--- src/rtl/serial_subtractor.sv ---
`default_nettype none
// ============================================================================
//  Module   : serial_subtractor
//  Purpose  : Bit-serial unsigned subtractor. Computes a - b modulo 2^WIDTH
//             one bit per clock, LSB first, with a final borrow flag.
//  Revision : 1.0 - initial release
// ----------------------------------------------------------------------------
//  Ports
//    clk        in   1      clock, all state updates on the rising edge
//    rst_n      in   1      asynchronous active-low reset
//    start      in   1      request a subtraction (sampled only in IDLE)
//    a          in   WIDTH  minuend, captured on the accept edge
//    b          in   WIDTH  subtrahend, captured on the accept edge
//    busy       out  1      high while bits are being processed
//    done       out  1      one-cycle pulse, diff/borrow_out just updated
//    diff       out  WIDTH  registered result a - b mod 2^WIDTH
//    borrow_out out  1      final borrow, 1 when a < b (unsigned)
// ============================================================================
module serial_subtractor #(
    parameter int WIDTH = 8
) (
    input  logic             clk,
    input  logic             rst_n,
    input  logic             start,
    input  logic [WIDTH-1:0] a,
    input  logic [WIDTH-1:0] b,
    output logic             busy,
    output logic             done,
    output logic [WIDTH-1:0] diff,
    output logic             borrow_out
);

    // Counter only needs to reach WIDTH-1.
    localparam int CNT_W = (WIDTH > 1) ? $clog2(WIDTH) : 1;
    localparam logic [CNT_W-1:0] LAST_CNT = CNT_W'(WIDTH - 1);
    localparam logic [CNT_W-1:0] CNT_ONE  = CNT_W'(1);

    typedef enum logic [1:0] {
        IDLE = 2'd0,
        RUN  = 2'd1,
        DONE = 2'd2
    } state_t;

    state_t           state_q,      state_d;
    logic [WIDTH-1:0] a_sh_q,       a_sh_d;
    logic [WIDTH-1:0] b_sh_q,       b_sh_d;
    logic [WIDTH-1:0] res_q,        res_d;
    logic             bor_q,        bor_d;
    logic [CNT_W-1:0] cnt_q,        cnt_d;
    logic [WIDTH-1:0] diff_q,       diff_d;
    logic             borrow_out_q, borrow_out_d;

    // One-bit full-subtractor cell on the current LSBs.
    logic             d_bit;
    logic             bor_nxt;
    logic [WIDTH-1:0] res_shifted;

    always_comb begin
        d_bit       = a_sh_q[0] ^ b_sh_q[0] ^ bor_q;
        bor_nxt     = (~a_sh_q[0] & b_sh_q[0]) | (~(a_sh_q[0] ^ b_sh_q[0]) & bor_q);
        // New bit enters at the MSB so that after WIDTH steps bit i holds step i.
        res_shifted = {d_bit, res_q[WIDTH-1:1]};
    end

    // ------------------------------------------------------------------
    // Next-state and datapath
    // ------------------------------------------------------------------
    always_comb begin
        state_d      = state_q;
        a_sh_d       = a_sh_q;
        b_sh_d       = b_sh_q;
        res_d        = res_q;
        bor_d        = bor_q;
        cnt_d        = cnt_q;
        diff_d       = diff_q;
        borrow_out_d = borrow_out_q;

        case (state_q)
            IDLE: begin
                if (start) begin
                    a_sh_d  = a;
                    b_sh_d  = b;
                    res_d   = '0;
                    bor_d   = 1'b0;
                    cnt_d   = '0;
                    state_d = RUN;
                end
            end

            RUN: begin
                a_sh_d = {1'b0, a_sh_q[WIDTH-1:1]};
                b_sh_d = {1'b0, b_sh_q[WIDTH-1:1]};
                res_d  = res_shifted;
                bor_d  = bor_nxt;
                cnt_d  = cnt_q + CNT_ONE;
                if (cnt_q == LAST_CNT) begin
                    // Last bit: publish the completed word and final borrow.
                    diff_d       = res_shifted;
                    borrow_out_d = bor_nxt;
                    cnt_d        = '0;
                    state_d      = DONE;
                end
            end

            DONE: begin
                // start is deliberately not looked at here: no queuing.
                state_d = IDLE;
            end

            default: begin
                state_d = IDLE;
            end
        endcase
    end

    // ------------------------------------------------------------------
    // State registers
    // ------------------------------------------------------------------
    always_ff @(posedge clk or negedge rst_n) begin
        if (!rst_n) begin
            state_q      <= IDLE;
            a_sh_q       <= '0;
            b_sh_q       <= '0;
            res_q        <= '0;
            bor_q        <= 1'b0;
            cnt_q        <= '0;
            diff_q       <= '0;
            borrow_out_q <= 1'b0;
        end else begin
            state_q      <= state_d;
            a_sh_q       <= a_sh_d;
            b_sh_q       <= b_sh_d;
            res_q        <= res_d;
            bor_q        <= bor_d;
            cnt_q        <= cnt_d;
            diff_q       <= diff_d;
            borrow_out_q <= borrow_out_d;
        end
    end

    // Status decodes straight from the state register so reset clears them
    // without waiting for a clock.
    assign busy       = (state_q == RUN);
    assign done       = (state_q == DONE);
    assign diff       = diff_q;
    assign borrow_out = borrow_out_q;

endmodule
`default_nettype wire

--- config.mk ---
export PLATFORM = sky130hd
export DESIGN_NAME = serial_subtractor
export DESIGN_NICKNAME = d
export VERILOG_FILES = /design/src/rtl/serial_subtractor.sv
export SDC_FILE = /design/constraint.sdc
export NUM_CORES = 1
export LEC_CHECK = 0
export BUFFER_PORTS_ARGS = -buffer_cell sky130_fd_sc_hd__buf_2
export CAP_MARGIN = 20
export CELL_PAD_IN_SITES_DETAIL_PLACEMENT = 1
export CELL_PAD_IN_SITES_GLOBAL_PLACEMENT = 1
export CORE_AREA = 2 2 68 70
export DETAILED_ROUTE_END_ITERATION = 10
export DIE_AREA = 0 0 70 72
export GPL_TIMING_DRIVEN = 0
export PLACE_DENSITY = 0.74
export SLEW_MARGIN = 5
export SYNTH_ARGS = -nofsm -noshare
export SYNTH_HDL_FRONTEND = slang
export SYNTH_SLANG_ARGS = --single-unit
export TNS_END_PERCENT = 20
--- constraint.sdc ---
create_clock -name clk -period 3.6 [get_ports clk]
set_input_delay 0.72 -clock clk [delete_from_list [all_inputs] [get_ports clk]]
set_output_delay 0.72 -clock clk [all_outputs]
set_load 0.1 [all_outputs]
Word level (Yosys, flattened, before mapping) --
Cells that the tools add are included.
Storage, ports and cells: register bits 39, word-level logic and storage cells 40
Cells by class: add/subtract/negate cells 1, equal/unequal tests 5, multiplexer cells 14, bitwise operators 7, reduce and logical (&&, ||, !) cells 5
Operator list (count):
- $pmux 8 s2 | 3
- $mux 8 | 3
- $mux 3 | 2
- $pmux 3 s2 | 1
- $reduce_and 2->1 | 3
- $mux 2 | 2
- $pmux 2 s2 | 1
- $add 3x1->3 const B | 1
- $eq 3x3->1 const B | 1
- $and 1x1->1 | 2
- $eq 2x1->1 const B | 1
- $eq 2x2->1 const B | 1
- $logic_not 2->1 | 1
- $ne 2x1->1 const B | 1
- $ne 2x2->1 const B | 1
- $not 1->1 | 2
- $pmux 1 s2 | 1
- $reduce_bool 2->1 | 1
- $xor 1x1->1 | 2
- $mux 1 | 1
- $or 1x1->1 | 1

Logic depth before layout (Yosys ltp) --
depth in word-level cells 5, mapped depth 6, depth with buffers taken out 5

Worst setup path before layout --
OpenSTA, ideal clock, no wires.
path kind reg-to-output, from register state_q[1], to output port done, data arrival time 1952 ps, data required time 2880 ps, path slack 928 ps, cell stages (with the launch flop) 4, cell sequence dfrtp_1 -> inv_1 -> buf_2 -> nor2_1
On the way: longest elaborated chain between the ends 1
RTL lines:
- start, declared | line 44 | state_t state_q, state_d;
- start signal, assigned | line 130 | state_q <= state_d;
- $eq 2x2->1 | line 144 | assign done = (state_q == DONE);
- end, declared | line 28 | output logic done,
No other way between the ends.

Worst setup path after layout --
Ends and elaborated chain as after synthesis.

==> impl_results.rst <==
.. list-table::
   :header-rows: 1

   * - Metric
     - Value
   * - Count of instances resized after the clock tree is built
     - 0
   * - Data required time of the critical path
     - 2.88 ns
   * - Total buffers and inverters traversed by the critical path
     - 3
   * - Synth Cell Area
     - 0.001639 mm²
   * - Overall Global Routing Usage
     - 0.1624
   * - Via/cell ratio
     - 5.509
   * - Synth Area per Inst
     - 11.88 µm²
   * - Proportion of layout cells with a drive suffix above 1
     - 0.3161
   * - CP endpoint kind
     - output pin
   * - Net count after synthesis
     - 160
   * - Area of the die
     - 0.005040 mm²
   * - Residual DRC
     - 0
   * - Setup CP Type
     - reg2out
   * - Most common cell after layout, fill and taps aside
     - dfrtp_1
   * - Violation count after the first detailed-route iteration
     - 64
   * - Total negative slack
     - 0 ns
   * - Insertion delay to the later sink of the worst-skew pair
     - 0.29 ns
   * - Power Density
     - 1012 mW/mm²
   * - Clock tree from TritonCTS
     - built
   * - Number of nets in the layout
     - 195
   * - Antenna cell count
     - 0
   * - DR WL/cell
     - 17.07 µm
   * - Library cell appearing most often on the critical path
     - buf_2
   * - Root cell of the clock tree
     - clkbuf_8
   * - Top-level I/O count
     - 30
   * - Synthesized netlist cell count
     - 138
   * - Critical path data arrival time
     - 1.72 ns
   * - Cell row count
     - 24
   * - Global-route wire length before repair
     - 6472 µm
   * - Setup violation total in the final timing report
     - 0
   * - Post-cts hold buffer count
     - 0
   * - Pin count of the biggest net entering global routing
     - 39
   * - GRT Residual Overflow
     - 0
   * - Rel. slew slack
     - 0.4345
   * - Number of H-tree branching levels
     - 2
   * - Detailed Place HPWL
     - 2684 µm
   * - LEAKAGE
     - 0.9261 nW
   * - Initial antenna violation count
     - 0
   * - Initial core utilization
     - 0.3844
   * - Core area
     - 0.004264 mm²
   * - Measured slew at the worst slew-check pin
     - 0.8482 ns
   * - Share of synthesized area occupied by flip-flops and latches
     - 0.5802
   * - Element type at the critical path start
     - flop
   * - Classification of the worst-slack hold path
     - reg2reg
   * - Delay-heaviest family, CP
     - buffers and inverters
   * - Setup repair bufs after CTS
     - 0
   * - Ordered list of cells on the worst path
     - inv_1, buf_2, nor2_1, buf_2
   * - Synthesis-stage register bit count
     - 38
   * - VDD IR max
     - 251.9 µV
   * - Cell variety after synth
     - 22
   * - Buffers from clock root to sink, at most
     - 2
   * - Global placement routability congestion
     - 0.7323
   * - Chip height
     - 72 µm
   * - Crit-path max cell delay
     - 0.49 ns
   * - Share of the core filled with cells in the final layout
     - 0.4539
   * - Number of max-capacitance violations reported
     - 0
   * - Commonest non-fill, non-tap cells in the layout
     - dfrtp_1 (38), buf_2 (33), o22ai_1 (28)
   * - Share of the cycle needed by the critical path after routing
     - 0.6767
   * - Achievable frequency
     - 0.4105 GHz
   * - Horizontal die dimension
     - 70 µm
   * - TritonCTS Sinks
     - 38
   * - Number of optimization iterations in the first detailed-route pass
     - 4
   * - Vias in the first global route
     - 1,303
   * - Area growth from synthesis to layout
     - 18.09%
   * - Number of hold violations in the final report
     - 0
   * - Final wirelength
     - 3857 µm
   * - Warnings, synthesis
     - 0
   * - Via total after detailed routing
     - 1,245
   * - Clock Skews
     - 0.005837 ns
   * - Min Tclk post-route
     - 2.436 ns
   * - Cell at the slowest stage of the critical path
     - dfrtp_1
   * - Fill count
     - 486
   * - Result of the run
     - complete, no violations
   * - Number of buffer cells added on primary ports
     - 28
   * - Unrepaired setup endpoints after global routing
     - false
   * - Maximum fanout along the worst path
     - 10
   * - Clock-pin slew of the registers on the worst-case setup and hold paths
     - 0.08 ns
   * - Final Max Slew Viols
     - 0
   * - Antenna-violating nets left
     - 0
   * - CTS buffer count
     - 5
==> worst paths after layout <==
path,end,slack (ns),depth (start not counted),from
min in group asynchronous,a_sh_q[5],0.54,1,rst_n
worst min register to register,diff[3],0.49,1,diff[3]
worst max register to register,diff[7],2.02,5,cnt_q[0]
max in group asynchronous,diff[6],2.53,1,rst_n
worst max-delay path,done,1.16,4,state_q[1]
worst min-delay path,diff[3],0.49,1,diff[3]
==> state kept, by name (all words and copies together), names as in the netlist <==
| name | cells |
|---|---|
| cnt_q | 3 |
| res_q | 7 |
| borrow_out | 1 |
| b_sh_q | 8 |
| state_q | 2 |
| diff | 8 |
| a_sh_q | 8 |
| bor_q | 1 |
==> cells in the mapped netlist, drive strengths merged <==
library cell | count | area (µm²)
dfrtp | 38 | 950.9
o22ai | 28 | 175.2
a21oi | 15 | 75.07
buf | 10 | 73.81
a22o | 9 | 78.83
mux2 | 8 | 90.09
inv | 6 | 22.52
o21ai | 6 | 30.03
nand2 | 5 | 18.77
nor2 | 3 | 11.26
ha | 2 | 25.02
nand2b | 2 | 15.02
nor2b | 2 | 12.51
fa | 1 | 20.02
nand3b | 1 | 20.02
o21bai | 1 | 7.510
o31ai | 1 | 12.51
==> cell type report <==
class / instances / area [µm²] / share of cell area
sequential: 38 / 950.9 / 0.4913
multi-input combinational: 84 / 591.8 / 0.3058
timing repair buffer: 28 / 140.1 / 0.07240
clock buffer: 7 / 86.33 / 0.04460
buffer: 10 / 73.82 / 0.03814
tap: 52 / 65.06 / 0.03361
inverter: 6 / 22.52 / 0.01164
clock inverter: 1 / 5.005 / 0.002586
==> kinds of logic (layout without fill, tap and decap cells) <==
logic type | after synthesis | count (layout) | synth area share
fa+ha+maj | 3 | 3 | 0.02748
flops | 38 | 38 | 0.5802
compound gates | 60 | 60 | 0.2313
mux | 8 | 8 | 0.05496
simple gates | 13 | 13 | 0.04733
buf+inv | 16 | 52 | 0.05877
==> per-stage QoR <==
| step | setup WS [ns] | area (µm²) | total power, mW | hold WS, ns | std cells |
|---|---|---|---|---|---|
| floorplan | 0.9281 | 1639 | 1.457 | 0.4244 | 138 |
| detailed placement | 1.483 | 1844 | 1.667 | 0.4886 | 218 |
| global placement | 1.503 | 1844 | 1.614 | 0.4634 | 218 |
| global route | 1.063 | 1936 | 2.085 | 0.5323 | 226 |
| finish | 1.164 | 1936 | 1.958 | 0.4939 | 226 |
| CTS | 1.160 | 1936 | 1.973 | 0.5052 | 226 |
==> worst register-to-register path, cell delays in order, from the launching register on <==
cell and delay (ns):
dfrtp_1 0.41, ha_1 0.21, ha_1 0.25, nand3b_4 0.11, buf_6 0.15, mux2_2 0.34
==> where the power goes <==
group          leakage [nW]  internal [mW]  switching (mW)
Sequential            0.471          0.613           0.137
Combinational         0.407          0.289           0.618
Clock                0.0482          0.155           0.146
Total                 0.926           1.06           0.902
==> layer usage <==
layer / track usage / wire [µm]
met1: 0.2090 / 1701
met2: 0.2698 / 1995
met3: 0.03889 / 111
met4: 0.05983 / 48
met5: 0 / 0
Power figures use the tool's default switching activity.
